===== src/rtl/fp_mul_core.sv =====
// fp_mul_core: sequential binary32 significand multiplier feeding the normalize
// stage. Classifies operands, forms sign and biased exponent sum, then runs a
// 24-step shift-add loop to build the exact 48-bit significand product.
module fp_mul_core (
  input  logic        clk,
  input  logic        rst_n,
  input  logic        in_valid,
  output logic        in_ready,
  input  logic [31:0] a,
  input  logic [31:0] b,
  output logic        out_valid,
  input  logic        out_ready,
  output logic        sign_out,
  output logic [7:0]  exp_out,
  output logic [24:0] frac_out,
  output logic        sticky,
  output logic        zero,
  output logic        ovf,
  output logic        unf
);

  typedef enum logic [1:0] {S_IDLE, S_MUL, S_DONE} state_t;

  state_t             state_q, state_d;
  logic [47:0]        mcand_q, mcand_d;
  logic [23:0]        mplier_q, mplier_d;
  logic [47:0]        acc_q, acc_d;
  logic [4:0]         cnt_q, cnt_d;
  logic signed [9:0]  e_q, e_d;
  logic               sign_q, sign_d;
  logic [7:0]         exp_q, exp_d;
  logic [24:0]        frac_q, frac_d;
  logic               sticky_q, sticky_d;
  logic               zero_q, zero_d;
  logic               ovf_q, ovf_d;
  logic               unf_q, unf_d;

  logic [7:0]         ea, eb;
  logic signed [9:0]  e_sum;
  logic [47:0]        acc_sum;

  assign ea = a[30:23];
  assign eb = b[30:23];
  // 10-bit signed width covers the full range -125 .. 381
  assign e_sum   = $signed({2'b00, ea}) + $signed({2'b00, eb}) - 10'sd127;
  // Partial-product accumulate for the current multiplier LSB
  assign acc_sum = acc_q + (mplier_q[0] ? mcand_q : 48'd0);

  assign in_ready  = (state_q == S_IDLE);
  assign out_valid = (state_q == S_DONE);
  assign sign_out  = sign_q;
  assign exp_out   = exp_q;
  assign frac_out  = frac_q;
  assign sticky    = sticky_q;
  assign zero      = zero_q;
  assign ovf       = ovf_q;
  assign unf       = unf_q;

  // Next-state, datapath and result-register update
  always_comb begin
    state_d  = state_q;
    mcand_d  = mcand_q;
    mplier_d = mplier_q;
    acc_d    = acc_q;
    cnt_d    = cnt_q;
    e_d      = e_q;
    sign_d   = sign_q;
    exp_d    = exp_q;
    frac_d   = frac_q;
    sticky_d = sticky_q;
    zero_d   = zero_q;
    ovf_d    = ovf_q;
    unf_d    = unf_q;
    case (state_q)
      S_IDLE: begin
        if (in_valid) begin
          sign_d   = a[31] ^ b[31];
          e_d      = e_sum;
          mcand_d  = {24'd0, 1'b1, a[22:0]};
          mplier_d = {1'b1, b[22:0]};
          acc_d    = 48'd0;
          cnt_d    = 5'd0;
          exp_d    = 8'd0;
          frac_d   = 25'd0;
          sticky_d = 1'b0;
          zero_d   = 1'b0;
          ovf_d    = 1'b0;
          unf_d    = 1'b0;
          // Zero/denormal wins over Inf/NaN, so 0 x Inf reports zero
          if (ea == 8'd0 || eb == 8'd0) begin
            zero_d  = 1'b1;
            state_d = S_DONE;
          end else if (ea == 8'hFF || eb == 8'hFF) begin
            ovf_d   = 1'b1;
            exp_d   = 8'hFF;
            state_d = S_DONE;
          end else begin
            state_d = S_MUL;
          end
        end
      end
      S_MUL: begin
        acc_d    = acc_sum;
        mcand_d  = {mcand_q[46:0], 1'b0};
        mplier_d = {1'b0, mplier_q[23:1]};
        cnt_d    = cnt_q + 5'd1;
        if (cnt_q == 5'd23) begin
          state_d = S_DONE;
          if (e_q < 10'sd0) begin
            unf_d = 1'b1;
            zero_d = 1'b1;
          end else if (e_q > 10'sd254) begin
            ovf_d = 1'b1;
            exp_d = 8'hFF;
          end else begin
            exp_d    = e_q[7:0];
            frac_d   = acc_sum[47:23];
            sticky_d = |acc_sum[22:0];
          end
        end
      end
      S_DONE: begin
        if (out_ready) state_d = S_IDLE;
      end
      default: state_d = S_IDLE;
    endcase
  end

  // State and datapath registers with asynchronous clear
  always_ff @(posedge clk or negedge rst_n) begin
    if (!rst_n) begin
      state_q  <= S_IDLE;
      mcand_q  <= 48'd0;
      mplier_q <= 24'd0;
      acc_q    <= 48'd0;
      cnt_q    <= 5'd0;
      e_q      <= 10'sd0;
      sign_q   <= 1'b0;
      exp_q    <= 8'd0;
      frac_q   <= 25'd0;
      sticky_q <= 1'b0;
      zero_q   <= 1'b0;
      ovf_q    <= 1'b0;
      unf_q    <= 1'b0;
    end else begin
      state_q  <= state_d;
      mcand_q  <= mcand_d;
      mplier_q <= mplier_d;
      acc_q    <= acc_d;
      cnt_q    <= cnt_d;
      e_q      <= e_d;
      sign_q   <= sign_d;
      exp_q    <= exp_d;
      frac_q   <= frac_d;
      sticky_q <= sticky_d;
      zero_q   <= zero_d;
      ovf_q    <= ovf_d;
      unf_q    <= unf_d;
    end
  end

endmodule

===== config.mk =====
export PLATFORM = sky130hd
export DESIGN_NAME = fp_mul_core
export DESIGN_NICKNAME = d
export VERILOG_FILES = /design/src/rtl/fp_mul_core.sv
export SDC_FILE = /design/constraint.sdc
export NUM_CORES = 1
export LEC_CHECK = 0
export ABC_AREA = 1
export BUFFER_PORTS_ARGS = -buffer_cell sky130_fd_sc_hd__buf_2
export CAP_MARGIN = 15
export CORE_AREA = 2 2 144 132
export DETAILED_ROUTE_END_ITERATION = 12
export DIE_AREA = 0 0 146 134
export PLACE_DENSITY = 0.93
export SLEW_MARGIN = 20
export SYNTH_ARGS = -nofsm -noshare
export SYNTH_HDL_FRONTEND = slang
export SYNTH_SLANG_ARGS = --single-unit

===== constraint.sdc =====
create_clock -name clk -period 4.05 [get_ports clk]
set_clock_uncertainty 0.05 [all_clocks]
set_input_delay 0.405 -clock clk [delete_from_list [all_inputs] [get_ports clk]]
set_output_delay 0.405 -clock clk [all_outputs]
set_load 0.02 [all_outputs]

---- Word-level counts from Yosys, hierarchy flattened ----
Cells that the tools add are included.
storage, ports and cells
  bits of input ports ..................... 68
  output and inout port bits .............. 40
  register bits ........................... 175
  word-level logic and storage cells ...... 91
operators by class
  eq/ne operators ......................... 12
  mux-type cells .......................... 45
  bitwise operators ....................... 1
  order comparisons ....................... 2
  reduce and logical (&&, ||, !) cells .... 14
  add/subtract/negate cells ............... 4
operators with widths
  operator                count
  $pmux W48 S2            2
  $mux W48                3
  $mux W25                4
  $pmux W25 S2            1
  $add A48 B48 Y48        1
  $mux W8                 6
  $pmux W24 S2            1
  $mux W24                1
  $reduce_or A23 Y1       1
  $eq A8 B8 Y1 const B    2
  $logic_not A8 Y1        2
  $pmux W8 S2             1
  $mux W1                 14
  $ne A2 B2 Y1 const B    6
  $gt A10 B9 Y1 const B   1
  $lt A10 B1 Y1 const B   1
  $mux W2                 5
  $pmux W5 S2             1
  $reduce_and A5 Y1       2
  $sub A9 B7 Y10 const B  1
  $add A8 B8 Y9           1
  $pmux W1 S2             4
  $reduce_and A4 Y1       2
  $pmux W2 S3             1
  12 further kinds        14

---- Longest topological paths before layout ----
Gate-level depths: netlist of run 1.
  depth after elaboration ................. 7
  mapped depth ............................ 20
  gate-level depth less buffers ........... 19

---- Worst setup path after synthesis of run 1 ----
Ideal clock, no wire load.
  kind .................................... register -> register
  from .................................... register mplier_q[0]
  to ...................................... register frac_q[9] (netlist: frac_out[9])
  buffers on the path ..................... 1
  setup time .............................. 76 ps
  cell stages (with the launch flop) ...... 20
  data required time ...................... 3,924 ps
  period minus slack after synthesis ...... 2,573 ps
  slack ................................... 1,477 ps
  arrival time ............................ 2,447 ps
  cells stage by stage .................... dfrtp_1 > clkbuf_1 > nand2_1 > inv_1 > ha_1 > inv_1 > fa_1 > inv_1 > nand3_1 > nand3_1 > nand2_1 > nand2_1 > nand2_1 > nand2_1 > nand2_1 > nand2_1 > nand2_1 > nand3b_1 > nand3_1 > o21ai_1
between the ends
  cells in the longest elaborated chain, start to end .. 6
ends and longest elaborated chain
  item                    RTL line  text
  from (decl)             26        logic [23:0] mplier_q, mplier_d;
  from (signal assigned)  148       mplier_q <= mplier_d;
  $mux W48                47        assign acc_sum = acc_q + (mplier_q[0] ? mcand_q : 48'd0);
  $add A48 B48 Y48        47
  $mux W25                112       end else if (e_q > 10'sd254) begin
  $mux W25                109       if (e_q < 10'sd0) begin
  $mux W25                107       if (cnt_q == 5'd23) begin
  $pmux W25 S2            74        case (state_q)
  to (signal assigned)    154       frac_q <= frac_d;
  to (decl)               32        logic [24:0] frac_q, frac_d;
No other way between the ends. The select of a mux whose other input is x is not followed.
A chain may end at the register's enable or synchronous reset.

---- Worst setup path after layout of run 1 ----
Ends and elaborated chain as after synthesis.

==> results.toml, run 1 <==
[run_status]
status = "finished clean"

[cells_and_area]
utilization = 0.712
n_antenna_cell = 0
design_area_um2 = 12900
synthToLayoutAreaGrowth_pct = 11.7
layout.nets = 1894
drive_above_1_share = 0.0981

[sta]
fin_crit_sh = 0.836
rsz0062_at_grt = "false"
worst_pin_slew_ps = 1020
slew_viol_final = 0
max_freq_mhz = 295
tns_ps = 0
setup_violations = 0
hold_slack_ps = 131
hold_viol_final = 0
relSlewSlack = 0.320
post-route-min-period_ps = 3390

[global_route]
overflow = 0
grt_pass1_wl_um = 57100
grt_util_met1 = 0.544
grt_pass1_vias = 11100
grt_max_degree = 118
grt_use_met3 = 0.0595
globalRouteMet2Util = 0.571
grtUsageTotal = 0.372
grt.busiest_layer = "met2"
antenna_found_initial = 0

[critical_path]
cpLargestDelayFamily = "simple AND/OR/NAND/NOR gates"
reg2reg_depth = 19
critPathKind = "register to register"
crit_path_frequent_cell = "nand2_1"
cp-start-kind = "register"
crit_buf_inv = 4
required_ps = 4350
crit_path_max_incr_delay_ps = 410
crit_chain = "buf_4, nand2_1, inv_1, ha_1, inv_1, fa_1, inv_1, nand3_1, nand3_1, nand2_1, nand2_1, nand2_1, nand2_1, nand2_1, nand2_1, nand2_1, nand3b_1, nand3_1, o21ai_1"
worstSetupEndpointType = "register"
cp.depth = 19
slowest_stage = "dfrtp_1"
arrival_ps = 3690
cp_max_fo = 35

[pwr]
power_density_nw_per_um2 = 756
leakagePower_uw = 0.00719
peakVddDrop_uv = 659

[floorplanning]
num_io_pins = 108
rows = 47
dieArea_um2 = 19600
die_y_um = 134
core_area_um2 = 18100
fp.dieW_um = 146
initial_utilization = 0.638

[job]
cap_violations = 0

[logic_synthesis]
yosys-top-cells-area = "dfrtp_1 (38%), nand2_1 (18%), inv_1 (8.1%)"
synth_edf_count = 0
netlist-cell-type-count = 39
synth.most_common_cell = "nand2_1"
yosys_warnings = 0
syn_nets = 1802
synthArstFlopShare = 1.00
syn_area_um2 = 11500
synthCells = 1669
ys_ff_latch = 175
yosysTopAreaCellShare = 0.379
ys_seq_area_frac = 0.379
ys_top_cells_by_count = "nand2_1 (555), inv_1 (250), dfrtp_1 (175), nor2_1 (114), o21ai_0 (111)"
syn_area_per_cell_um2 = 6.92
yosysTopAreaCell = "dfrtp_1"
ys.flop_type = "dfrtp_1"

[route]
drt_iter0_drc = 1178
ant_nets = 0
via_per_inst = 5.75
drc = 0
dr.pass1.iters = 8
vias = 11600
detail_route.wl_per_cell_um = 17.6
routed_wl_um = 35600

[place]
post_dp_cell_area_um2 = 12300
gp_congestion = 1.03
dpl.hpwl_um = 26400
portBuffers = 107

[clock_network]
post-cts-setup-buffer-count = 0
clkSlewWorstSetupHoldPaths_ps = 80
clock_latency_ps = 450
cts_num_sinks = 175
numCtsBuffers = 17
post_cts_resized = 0
cts_tree = "yes"
hold_buffers = 1
clock-root-buffer = "clkbuf_16"
htreeDepth = 4
max-clock-path-buffers = 2

[worst_hold_path]
min_path_type = "input pin to register"
holdPathStages = 3
[logic make-up (layout without fill, tap and decap cells)]
group	count (synthesis)	after routing	synth area share
AOI/OAI and AO/OA	285	285	0.144
xor gates and xnor gates	10	10	0.00758
adders and majority gates	65	65	0.0717
buffers and inverters	303	408	0.0990
DFF	175	175	0.379
muxes	1	1	0.000975
and+or+nand+nor	830	830	0.298
[where the power goes]
| part | switching [uW] | internal (uW) | total, uW | leakage (uW) |
|---|---|---|---|---|
| Combinational | 3570 | 1560 | 5130 | 0.00463 |
| Clock | 856 | 849 | 1710 | 0.000286 |
| Sequential | 452 | 2470 | 2920 | 0.00227 |
| Total | 4880 | 4880 | 9760 | 0.00719 |
[stage by stage]
step	total power (uW)	instances	worst slack (ps)
after floorplan	6380	1669	1480
after global placement	7670	1986	1010
after detailed placement	7830	1986	817
after CTS	9620	2019	742
after global routing	10400	2019	412
final	9760	2019	664
[layer usage]
| metal | up-vias | share of wire |
|---|---|---|
| li1 | 5591 | - |
| met2 | 580 | 0.44 |
| met4 | 0 | 0.024 |
| met5 | - | 0 |
| met1 | 5386 | 0.44 |
| met3 | 52 | 0.092 |
[state kept, by name, summed over array words and instances, names as in the netlist]
name and count:
mcand_q 48, ovf 1, acc_q 48, state_q 2, frac_out 25, exp_out 8, unf 1, zero 1
sticky 1, e_q 10, sign_out 1, mplier_q 24, cnt_q 5
[worst register-to-register path: cells and delay by family (launching register included)]
kind	cells	cell delay, ps
AOI/OAI and AO/OA	1	180
adders and majority gates	2	660
buffers and inverters	4	730
DFF	1	410
and+or+nand+nor	12	1270
[worst paths after layout]
kind	from	endpoint	slack, ps
worst max-delay path	mplier_q[0]$_DFFE_PN0P_	frac_out[9]$_DFFE_PN0P_	660
worst min-delay path	a[0]	mcand_q[0]$_DFFE_PN0P_	130
worst max register to register	mplier_q[0]$_DFFE_PN0P_	frac_out[9]$_DFFE_PN0P_	660
worst min register to register	frac_out[13]$_DFFE_PN0P_	frac_out[13]$_DFFE_PN0P_	430
max in group asynchronous	rst_n	mcand_q[16]$_DFFE_PN0P_	2510
min in group asynchronous	rst_n	acc_q[9]$_DFFE_PN0P_	470
[layout by cell type, fill, tap and decap left out, types with 6 or more instances in the layout]
| master | synthesis | layout |
|---|---|---|
| a21oi_1 | 58 | 58 |
| a22o_1 | 13 | 13 |
| buf_2 | 5 | 106 |
| buf_4 | 0 | 11 |
| clkbuf_16 | 0 | 17 |
| dfrtp_1 | 175 | 175 |
| ha_1 | 63 | 63 |
| inv_1 | 250 | 250 |
| inv_2 | 6 | 6 |
| nand2_1 | 555 | 555 |
| nand3_1 | 81 | 81 |
| nand3b_1 | 9 | 9 |
| nand4_1 | 38 | 38 |
| nor2_1 | 114 | 114 |
| nor3_1 | 8 | 8 |
| o211ai_1 | 44 | 44 |
| o21ai_0 | 111 | 111 |
| o21ai_1 | 17 | 17 |
| o22ai_1 | 26 | 26 |
| or2_2 | 10 | 10 |
| xor2_1 | 6 | 6 |
[cell type report]
class	count	area (um2)
clock inverters	14	155
clock buffers	18	439
inverters	257	965
flip-flops and latches	175	4380
fillers	1529	5210
multi-input cells	1191	6030
well taps	245	307
repair buffers	119	634
No activity file was read; power rests on OpenSTA's default activity.
==> inputs of run 2 (changes only) <==
--- a/config.mk
+++ b/config.mk
@@ -8,10 +8,10 @@
 export ABC_AREA = 1
 export BUFFER_PORTS_ARGS = -buffer_cell sky130_fd_sc_hd__buf_2
 export CAP_MARGIN = 15
-export CORE_AREA = 2 2 144 132
+export CORE_AREA = 2 2 156 143
 export DETAILED_ROUTE_END_ITERATION = 12
-export DIE_AREA = 0 0 146 134
-export PLACE_DENSITY = 0.93
+export DIE_AREA = 0 0 158 145
+export PLACE_DENSITY = 0.85
 export SLEW_MARGIN = 20
 export SYNTH_ARGS = -nofsm -noshare
 export SYNTH_HDL_FRONTEND = slang
==> constraint.sdc (replaced) <==
create_clock -name clk -period 3.1 [get_ports clk]
set_clock_uncertainty 0.05 [all_clocks]
set_input_delay 0.31 -clock clk [delete_from_list [all_inputs] [get_ports clk]]
set_output_delay 0.31 -clock clk [all_outputs]
set_load 0.02 [all_outputs]
==> results.toml, run 2 (synthesis gave the netlist of run 1 again) <==
[run_status]
status = "finished clean"

[global_route]
antenna_found_initial = 0
grt_pass1_vias = 10500
overflow = 0
grt_max_degree = 142
grtUsageTotal = 0.300
grt_pass1_wl_um = 54100

[clock_network]
max-clock-path-buffers = 2
htreeDepth = 4
clock_latency_ps = 450
cts_tree = "yes"
clock-root-buffer = "clkbuf_16"
numCtsBuffers = 17
cts_num_sinks = 175
clkSlewWorstSetupHoldPaths_ps = 80

[critical_path]
crit_chain = "buf_12, nand2_1, fa_1, inv_1, nand3_1, nand3_1, buf_4, nand2_1, nand2_1, nand3_1, nor2_1, nand3_1, nor2_2, nand3_1, nand2_1, nand2_1"
crit_path_max_incr_delay_ps = 470
required_ps = 3380
critPathKind = "register to register"
crit-reg2reg-launch = "mplier_q[0]$_DFFE_PN0P_"
cp.depth = 16
rr_endpoint = "sticky$_DFFE_PN0P_"
cpLargestDelayFamily = "simple AND/OR/NAND/NOR gates"
cp_max_fo = 24
critPathCapture = "sticky$_DFFE_PN0P_"
reg2reg_slack_ps = 170
crit_buf_inv = 3
slowest_stage = "dfrtp_2"
reg2reg_depth = 16
worstSetupEndpointType = "register"
startpoint = "mplier_q[0]$_DFFE_PN0P_"
cp-start-kind = "register"
arrival_ps = 3210

[route]
detail_route.wl_per_cell_um = 16.2
dr.pass1.iters = 6
ant_nets = 0
vias = 11400
routed_wl_um = 33700
drt_iter0_drc = 1083
drc = 0
via_per_inst = 5.50

[cells_and_area]
synthToLayoutAreaGrowth_pct = 13.9
final_common_cell = "nand2_1"
layout.nets = 1902
n_antenna_cell = 0
mostFrequentLayoutCells = "nand2_1 (553), inv_1 (250), dfrtp_1 (174)"
fillCellCount = 1966
seq_area_um2 = 4380
drive_above_1_share = 0.105
multi_input_area_um2 = 6040

[sta]
setup_violations = 0
worst_pin_slew_ps = 873
hold_viol_final = 0
slew_viol_final = 0
post-route-min-period_ps = 2930
rsz0062_at_grt = "false"
relSlewSlack = 0.418
fin_crit_sh = 0.946
max_freq_mhz = 341
tns_ps = 0

[place]
gp_congestion = 1.00
dpl.hpwl_um = 25400
portBuffers = 107

[floorplanning]
num_io_pins = 108
initial_utilization = 0.542
dieArea_um2 = 22900
rows = 51
core_area_um2 = 21300
die_y_um = 145
fp.dieW_um = 158

[pwr]
finalPower_uw = 12700
power_density_nw_per_um2 = 967
leakagePower_uw = 0.00728
peakVddDrop_uv = 1070

[job]
cap_violations = 0

[worst_hold_path]
min_path_type = "input pin to register"
run 2: cell type report:
class,instances,share of cell area
clock inverter,15,0.0160
clock buffer,17,0.0323
timing repair buffer,127,0.0589
multi-input combinational,1191,0.459
inverter,257,0.0733
sequential,175,0.333
tap,291,0.0277
run 2: worst min path at each step:
stage,start,to,slack [ps],depth (start not counted)
after floorplan,rst_n,acc_q[0]$_DFFE_PN0P_,-40,0
after global routing,a[0],mcand_q[0]$_DFFE_PN0P_,80,3
final,a[0],mcand_q[0]$_DFFE_PN0P_,50,3
after CTS,a[0],mcand_q[0]$_DFFE_PN0P_,40,3
after detailed placement,rst_n,acc_q[10]$_DFFE_PN0P_,400,1
after global placement,rst_n,acc_q[10]$_DFFE_PN0P_,400,1
run 2: routing by layer:
metal,global-route usage,part of all wire,up-vias
met2,0.448,0.44,444
met4,0.0698,0.015,0
li1,-,-,5605
met1,0.458,0.47,5314
met5,0,0,-
met3,0.0469,0.077,41
run 2: repair_timing:
item | 4_1_cts | 5_1_grt
hold buffers | 1 | 0
hold endpoints to repair | 83 | 0
setup buffers | 0 | 0
gates resized for setup | 0 | 6
setup endpoints to repair | 0 | 1
run 2: worst reg2reg max path, stage by stage, from the launching register on:
cell     delay, ps
dfrtp_2        470
buf_12         200
nand2_1        120
fa_1           450
inv_1          220
nand3_1        130
nand3_1        120
buf_4          150
nand2_1         50
nand2_1        100
nand3_1        140
nor2_1         120
nand3_1        100
nor2_2         170
nand3_1        130
nand2_1         80
nand2_1         50
run 2: power breakdown:
| part | switching (uW) | total, uW | leakage (uW) | internal, uW |
|---|---|---|---|---|
| clock network | 1090 | 2330 | 0.000308 | 1250 |
| logic | 4470 | 6600 | 0.00470 | 2140 |
| registers | 557 | 3790 | 0.00227 | 3230 |
run 2: metrics by stage:
stage,worst slack (ps),utilization,hold WS (ps),instances,instance area [um2]
floorplan,527,-,-35.6,1669,11500
global placement,127,0.585,396,2039,12500
detailed placement,118,0.585,400,2039,12500
CTS,109,0.616,42.1,2072,13100
global route,14.9,0.617,78.5,2073,13200
finish,167,0.617,45.6,2073,13200
==> inputs of run 3 (changes only) <==
--- a/config.mk
+++ b/config.mk
@@ -11,6 +11,7 @@
 export CORE_AREA = 2 2 156 143
 export DETAILED_ROUTE_END_ITERATION = 12
 export DIE_AREA = 0 0 158 145
+export GPL_TIMING_DRIVEN = 0
 export PLACE_DENSITY = 0.85
 export SLEW_MARGIN = 20
 export SYNTH_ARGS = -nofsm -noshare
==> results.toml, run 3 (synthesis gave the netlist of run 1 again) <==
[place]
portBuffers = 107
dpl.hpwl_um = 27500
gp_congestion = 0.997
dpl.cell_count = 2069
post_dp_cell_area_um2 = 12500

[route]
drt_iter0_drc = 1300
drc = 0
drt-met1-wl_um = 15600
ant_nets = 0
dr_wl_met3_um = 2910
wl_met2_um = 16000
routed_wl_um = 35600
via_per_inst = 5.59
highest-signal-layer = "met4"
vias = 11700
detail_route.wl_per_cell_um = 16.9
dr.pass1.iters = 7

[global_route]
grtUsageTotal = 0.313
overflow = 0
grt_max_degree = 70
grt_pass1_vias = 11000
antenna_found_initial = 0
grt_pass1_wl_um = 56200

[floorplanning]
num_io_pins = 108
die_y_um = 145
rows = 51
dieArea_um2 = 22900
fp.dieW_um = 158
initial_utilization = 0.542
core_area_um2 = 21300

[sta]
slew_viol_final = 0
relSlewSlack = 0.443
setup_violations = 0
post-route-min-period_ps = 3050
max_freq_mhz = 328
worst_pin_slew_ps = 835
fin_crit_sh = 0.983
hold_viol_final = 0

[job]
cap_violations = 0

[critical_path]
worstSetupEndpointType = "register"
arrival_ps = 3320
critPathKind = "register to register"
cp_max_fo = 10
required_ps = 3380
startpoint = "mplier_q[0]$_DFFE_PN0P_"
crit-reg2reg-launch = "mplier_q[0]$_DFFE_PN0P_"
cp-start-kind = "register"

[clock_network]
clock-root-buffer = "clkbuf_16"
clock_latency_ps = 450
numCtsBuffers = 17
htreeDepth = 4
clkSlewWorstSetupHoldPaths_ps = 90
cts_num_sinks = 175
cts_tree = "yes"
max-clock-path-buffers = 2

[cells_and_area]
n_antenna_cell = 0
final_common_cell = "nand2_1"
utilization = 0.623
drive_above_1_share = 0.108
fillCellCount = 1884
synthToLayoutAreaGrowth_pct = 15.0
layout.nets = 1932
stdcell_count = 2103
design_area_um2 = 13300
mostFrequentLayoutCells = "nand2_1 (550), inv_1 (249), dfrtp_1 (174)"

[run_status]
status = "finished clean"

[worst_hold_path]
hold_start = "a[0]"
min_path_type = "input pin to register"

[pwr]
power_density_nw_per_um2 = 987
peakVddDrop_uv = 745
leakagePower_uw = 0.00728
run 3: power by group:
| part | internal, uW | switching [uW] |
|---|---|---|
| Combinational | 2160 | 4850 |
| Sequential | 3230 | 532 |
| Clock | 1200 | 1150 |
run 3: timing repair:
item                                   in CTS  in global routing
gates resized for setup                    10                 25
setup buffers                               0                  1
hold buffers                                1                  0
gates cloned                                0                  0
endpoints found under the hold margin      43                  0
setup endpoints to repair                  33                 36
run 3: worst max-delay path, cell delays in order (launching register included):
cell and delay (ps):
dfrtp_2 440, buf_8 160, clkbuf_2 180, nand2_1 180, inv_1 70, ha_1 330
a21oi_1 250, inv_1 60, a21oi_1 240, o21bai_1 170, nor2_1 150, nand3_1 170
or2_2 330, nand4_1 90, nand2_1 70
run 3: final timing paths:
check,to,slack (ps),cells past startpoint
max,frac_out[14]$_DFFE_PN0P_,50,14
min,mcand_q[0]$_DFFE_PN0P_,30,3
max reg2reg,frac_out[14]$_DFFE_PN0P_,50,14
min reg2reg,sticky$_DFFE_PN0P_,430,2
max in group asynchronous,e_q[6]$_DFFE_PN0P_,1690,4
min in group asynchronous,acc_q[34]$_DFFE_PN0P_,310,2
run 3: through the flow:
stage / hold slack, ps / power (uW) / TNS (ps) / setup slack (ps)
after floorplan: -35.6 / 8340 / 0 / 527
after global placement: 412 / 10200 / -195290 / -1110
after detailed placement: 183 / 10400 / -6290 / -564
after CTS: 14.4 / 12900 / 0 / 2.12
after global routing: 51.6 / 14000 / -18.7 / -18.7
final: 30.0 / 13100 / 0 / 52.7
run 3: routing by layer:
metal / vias up / track usage
met4: 0 / 0.108
met3: 60 / 0.0490
li1: 5656 / -
met5: - / 0
met2: 528 / 0.488
met1: 5502 / 0.444
run 3: cell type report:
class,instances,area (um2),share of cell area
buffer,46,194,0.0146
inverter,257,965,0.0726
sequential,175,4380,0.330
multi-input combinational,1191,6110,0.460
clock buffer,17,425,0.0320
tap,291,364,0.0274
timing repair buffer,111,618,0.0465
clock inverter,15,229,0.0172
